File: src/rtl/register_bank.sv
// General-purpose register file: one write port from writeback, two registered
// read ports with write-first bypass, and a one-cycle rd_valid flag.
module register_bank #(
  parameter int DATA_WIDTH     = 16,
  parameter int REG_ADDR_WIDTH = 4
) (
  input  logic                             clk_in,
  input  logic                             RST,
  input  logic                             wr_en,
  input  logic        [REG_ADDR_WIDTH-1:0] wr_addr,
  input  logic signed [DATA_WIDTH-1:0]     wr_data,
  input  logic                             rd_en,
  input  logic        [REG_ADDR_WIDTH-1:0] rd_addr_a,
  input  logic        [REG_ADDR_WIDTH-1:0] rd_addr_b,
  output logic signed [DATA_WIDTH-1:0]     rd_data_a,
  output logic signed [DATA_WIDTH-1:0]     rd_data_b,
  output logic                             rd_valid
);

  localparam int NREGS = 2 ** REG_ADDR_WIDTH;

  logic signed [DATA_WIDTH-1:0] r_regs [NREGS];
  logic signed [DATA_WIDTH-1:0] w_next_a;
  logic signed [DATA_WIDTH-1:0] w_next_b;

  // Read-port selection: a same-cycle write to the addressed register wins.
  always_comb begin
    w_next_a = r_regs[rd_addr_a];
    w_next_b = r_regs[rd_addr_b];
    if (wr_en && (wr_addr == rd_addr_a)) begin
      w_next_a = wr_data;
    end else begin
      w_next_a = r_regs[rd_addr_a];
    end
    if (wr_en && (wr_addr == rd_addr_b)) begin
      w_next_b = wr_data;
    end else begin
      w_next_b = r_regs[rd_addr_b];
    end
  end

  // Register array: cleared on reset, one write per cycle otherwise.
  always_ff @(posedge clk_in) begin
    if (!RST) begin
      for (int i = 0; i < NREGS; i++) begin
        r_regs[i] <= {DATA_WIDTH{1'b0}};
      end
    end else if (wr_en) begin
      r_regs[wr_addr] <= wr_data;
    end else begin
      r_regs[wr_addr] <= r_regs[wr_addr];
    end
  end

  // Read output registers: load on rd_en, hold otherwise; reset drops a pending read.
  always_ff @(posedge clk_in) begin
    if (!RST) begin
      rd_data_a <= {DATA_WIDTH{1'b0}};
      rd_data_b <= {DATA_WIDTH{1'b0}};
      rd_valid  <= 1'b0;
    end else if (rd_en) begin
      rd_data_a <= w_next_a;
      rd_data_b <= w_next_b;
      rd_valid  <= 1'b1;
    end else begin
      rd_data_a <= rd_data_a;
      rd_data_b <= rd_data_b;
      rd_valid  <= 1'b0;
    end
  end

endmodule

File: config.mk
export PLATFORM = sky130hd
export DESIGN_NAME = register_bank
export DESIGN_NICKNAME = d
export VERILOG_FILES = /design/src/rtl/register_bank.sv
export SDC_FILE = /design/constraint.sdc
export NUM_CORES = 1
export LEC_CHECK = 0
export CAP_MARGIN = 25
export CORE_MARGIN = 2
export CORE_UTILIZATION = 49
export CTS_CLUSTER_DIAMETER = 50
export DETAILED_ROUTE_END_ITERATION = 7
export PLACE_DENSITY = 0.78
export SLEW_MARGIN = 20
export SYNTH_ARGS = -nofsm -noshare
export SYNTH_HDL_FRONTEND = slang
export SYNTH_SLANG_ARGS = --single-unit
File: constraint.sdc
create_clock -name clk_in -period 4.2 [get_ports clk_in]
set_input_delay 1.05 -clock clk_in [delete_from_list [all_inputs] [get_ports clk_in]]
set_output_delay 1.05 -clock clk_in [all_outputs]
set_load 0.05 [all_outputs]
; Word-level counts from Yosys, hierarchy flattened
; Memories as Yosys holds them, arrays and structs flattened. A register that Yosys moved wholly into a read port is not among the register bits.
; Cells that the tools add are included.
[op_classes]
n_addsub = 0
multipliers = 0
div = 0
n_lt_le_gt_ge = 0
n_eq_ne = 1
shift = 0
n_mux = 12
bitwise_logic = 1
reduce_logical = 4
[op_table]
columns = cell, n
row1 = 16-bit two-way mux, 2
row2 = 16-bit OR reduction, 1
row3 = 1-bit two-way mux, 9
row4 = 4-bit two-way mux, 1
row5 = 1-bit logical NOT, 2
row6 = 2-bit AND reduction, 1
row7 = 0-bit != test, 1
row8 = 1-bit OR, 1
[word_totals]
register_bits = 1
latchBits = 0
ram_bits = 256
mem_bits_ro = 0
in_bits = 32
output_inout_bits = 33
word_cells = 20
n_memories = 1
[mem_list]
columns = name, words, width, rd, rd_clocked_by_memory_dff, wr, line_no
row1 = r_regs, 16, 16, 2, 2, 16, 22  ; logic signed [DATA_WIDTH-1:0] r_regs [NREGS];

; Depth between registers and ports, before layout
[depth]
word_depth = 7
ltp_mapped = 7

; Least setup slack after synthesis
; No wires, ideal clock.
[synth_path]
path_kind = input port to flip-flop
startpoint = input wr_en
endpoint = memory r_regs[1][0] (enable)
arrival_time_ns = 2.887
setup_slack_ns = 0.902
cell_stages = 5
path_buffers = 2
cell_sequence = buf_4 -> nand2_1 -> or3_1 -> buf_2 -> o21ai_0
[synth_lines]
columns = item, line_no
row1 = start: declaration, 9  ; input logic wr_en,
row2 = end: declaration, 22

==> impl_metrics.json <==
{
  "drc": 0,
  "cts_tree": "built",
  "wl_per_cell_microns": 26.0,
  "synthCells": 989,
  "postCtsSetupRepairBufs": 0,
  "routed_wirelength_microns": 38000,
  "cts_resized": 0,
  "grt_use_met1_pct": 34.6,
  "ys_seq_elements": 289,
  "fmax_mhz": 339,
  "grt_pass1_wl_microns": 57300,
  "drive_above_1_share_pct": 22.7,
  "clk_pin_slew_ps": 60,
  "grt-busiest-layer": "met2",
  "rows": 64,
  "die_h_microns": 179,
  "drtPass1Iterations": 5,
  "cp_max_fo": 11,
  "fin_total_pwr_mw": 7.44,
  "place_area_sq_um": 16000,
  "tns_ps": 0,
  "finalCoreUtilization_pct": 56.7,
  "holdBufCountCts": 0,
  "design_area_sq_um": 17200,
  "max_cap_violations": 0,
  "p_per_area_nw_per_um2": 433,
  "setup_viol": 0,
  "hold_path.class": "reg -> reg",
  "fin_ws_ps": 1250,
  "period_needed_ps": 2950,
  "dpl.hpwl_microns": 25300,
  "gr-total-overflow": 0,
  "syn_nets": 1021,
  "grt_max_degree": 54,
  "dieArea_sq_um": 32000,
  "cp-start-kind": "primary input",
  "first_global_vias": 9309,
  "area_delta_synth_final_pct": 14.8,
  "clock_sinks": 289,
  "finalMaxSlewViolations": 0,
  "use_met3_pct": 4.26,
  "numCtsBuffers": 34,
  "cts-root-buf": "clkbuf_16",
  "avgSynthCellArea_sq_um": 15.1,
  "post-place-ws_ps": 763,
  "antenna_found_initial": 1,
  "h-tree-depth": 2,
  "synthFlopType": "edfxtp_1",
  "use_met2_pct": 39.8,
  "cts.path.max_buffers": 3,
  "core_sq_um": 30300,
  "gp_congestion": 0.891,
  "port_buffers": 64,
  "worstPathArrival_ps": 3160,
  "die_w_microns": 179,
  "syn_area_sq_um": 15000,
  "start_util_pct": 49.4,
  "ant_nets": 0,
  "finalNetCount": 1073,
  "vias": 9261,
  "synth_edf_count": 256,
  "synth_cell_types": 30,
  "yosysSeqAreaShare_pct": 55.7,
  "rsz0062_at_grt": "false",
  "clkLatencyLatePin_ps": 510,
  "path_class": "in -> reg",
  "finalHoldViolCount": 0,
  "finClkSkew_ps": 7.44,
  "p_leak_nw": 5.92,
  "worst_pin_slew_ps": 962,
  "async_reset_ff_share_pct": 0,
  "slew_headroom_pct": 35.6,
  "cp-end-kind": "register",
  "first_iter_violations": 1081,
  "yosysWarningCount": 0,
  "critical_path_required_ps": 4410,
  "ioPinCount": 65,
  "run_status": "complete, no violations",
  "fin_crit_sh_pct": 70.2,
  "drt-vias-per-instance": 6.33,
  "peakVddDrop_mv": 0.271,
  "track_usage_pct": 24.6,
  "layout_common_cells": "and2_1 (259), edfxtp_1 (256), mux4_2 (128), a22oi_1 (64), clkdlybuf4s50_1 (59)",
  "final_common_cell": "and2_1"
}
[where the power goes]
part | switching, mW | internal (mW)
logic | 0.498 | 0.385
clock network | 1.16 | 1.99
registers | 0.0993 | 3.30
[state kept, by name, summed over array words and instances (netlist names)]
name       cells
rd_data_b     16
rd_valid       1
rd_data_a     16
r_regs       256
[per-layer routing]
| metal | vias to the layer above | share of wire [%] | routed length [microns] |
|---|---|---|---|
| met5 | - | 0 | 0 |
| li1 | 3951 | - | - |
| met1 | 4733 | 38 | 14600 |
| met3 | 69 | 10 | 3870 |
| met4 | 0 | 2.8 | 1050 |
| met2 | 508 | 49 | 18500 |
[layout make-up]
type / instances / area, sq um
Tap cell: 396 / 495
Sequential cell: 289 / 8350
Clock buffer: 45 / 966
Clock inverter: 15 / 240
Timing Repair Buffer: 108 / 1000
Inverter: 1 / 3.75
Antenna cell: 1 / 2.50
Multi-Input combinational cell: 607 / 6140
Fill cell: 2299 / 13100
[final timing paths]
check / startpoint / to / slack, ps / cells past startpoint
max: wr_en / r_regs[2][11]$_SDFFCE_PN0P_ / 1250 / 5
min: rd_data_a[2]$_SDFFE_PN0P_ / rd_data_a[2]$_SDFFE_PN0P_ / 620 / 2
max reg2reg: r_regs[13][10]$_SDFFCE_PN0P_ / rd_data_a[10]$_SDFFE_PN0P_ / 2470 / 4
min reg2reg: rd_data_a[2]$_SDFFE_PN0P_ / rd_data_a[2]$_SDFFE_PN0P_ / 620 / 2
[per-stage QoR]
step                      hold slack, ps  cells
final                                618   1462
after CTS                            618   1460
after global routing                 643   1462
after floorplan                      812    989
after detailed placement             606   1400
after global placement               602   1400
[worst max-delay path, cell delays in order]
cell             delay [ps]
clkdlybuf4s50_1         690
nand2_1                  80
or3_1                   480
o21ai_1                 540
buf_4                   310
[synthesized netlist by cell type, drive strengths merged, types with 6 or more instances]
cell	count	area [sq um]
nand2	34	128
and2	259	1620
o221a	32	360
nor2	14	60.1
edfxtp	256	7690
mux4	128	2880
clkbuf	52	195
a22oi	64	480
buf	40	292
o21ai	12	60.1
nand2b	6	37.5
o21a	32	240
xor2	8	70.1
dfxtp	33	661
[cells by family after synthesis]
group | after synthesis | synth area share, %
muxes | 128 | 19.2
AOI/OAI and AO/OA | 142 | 7.79
and+or+nand+nor | 329 | 13.5
buffers and inverters | 93 | 3.27
DFF | 289 | 55.7
xor gates and xnor gates | 8 | 0.468
(Power assumes the default switching activity.)
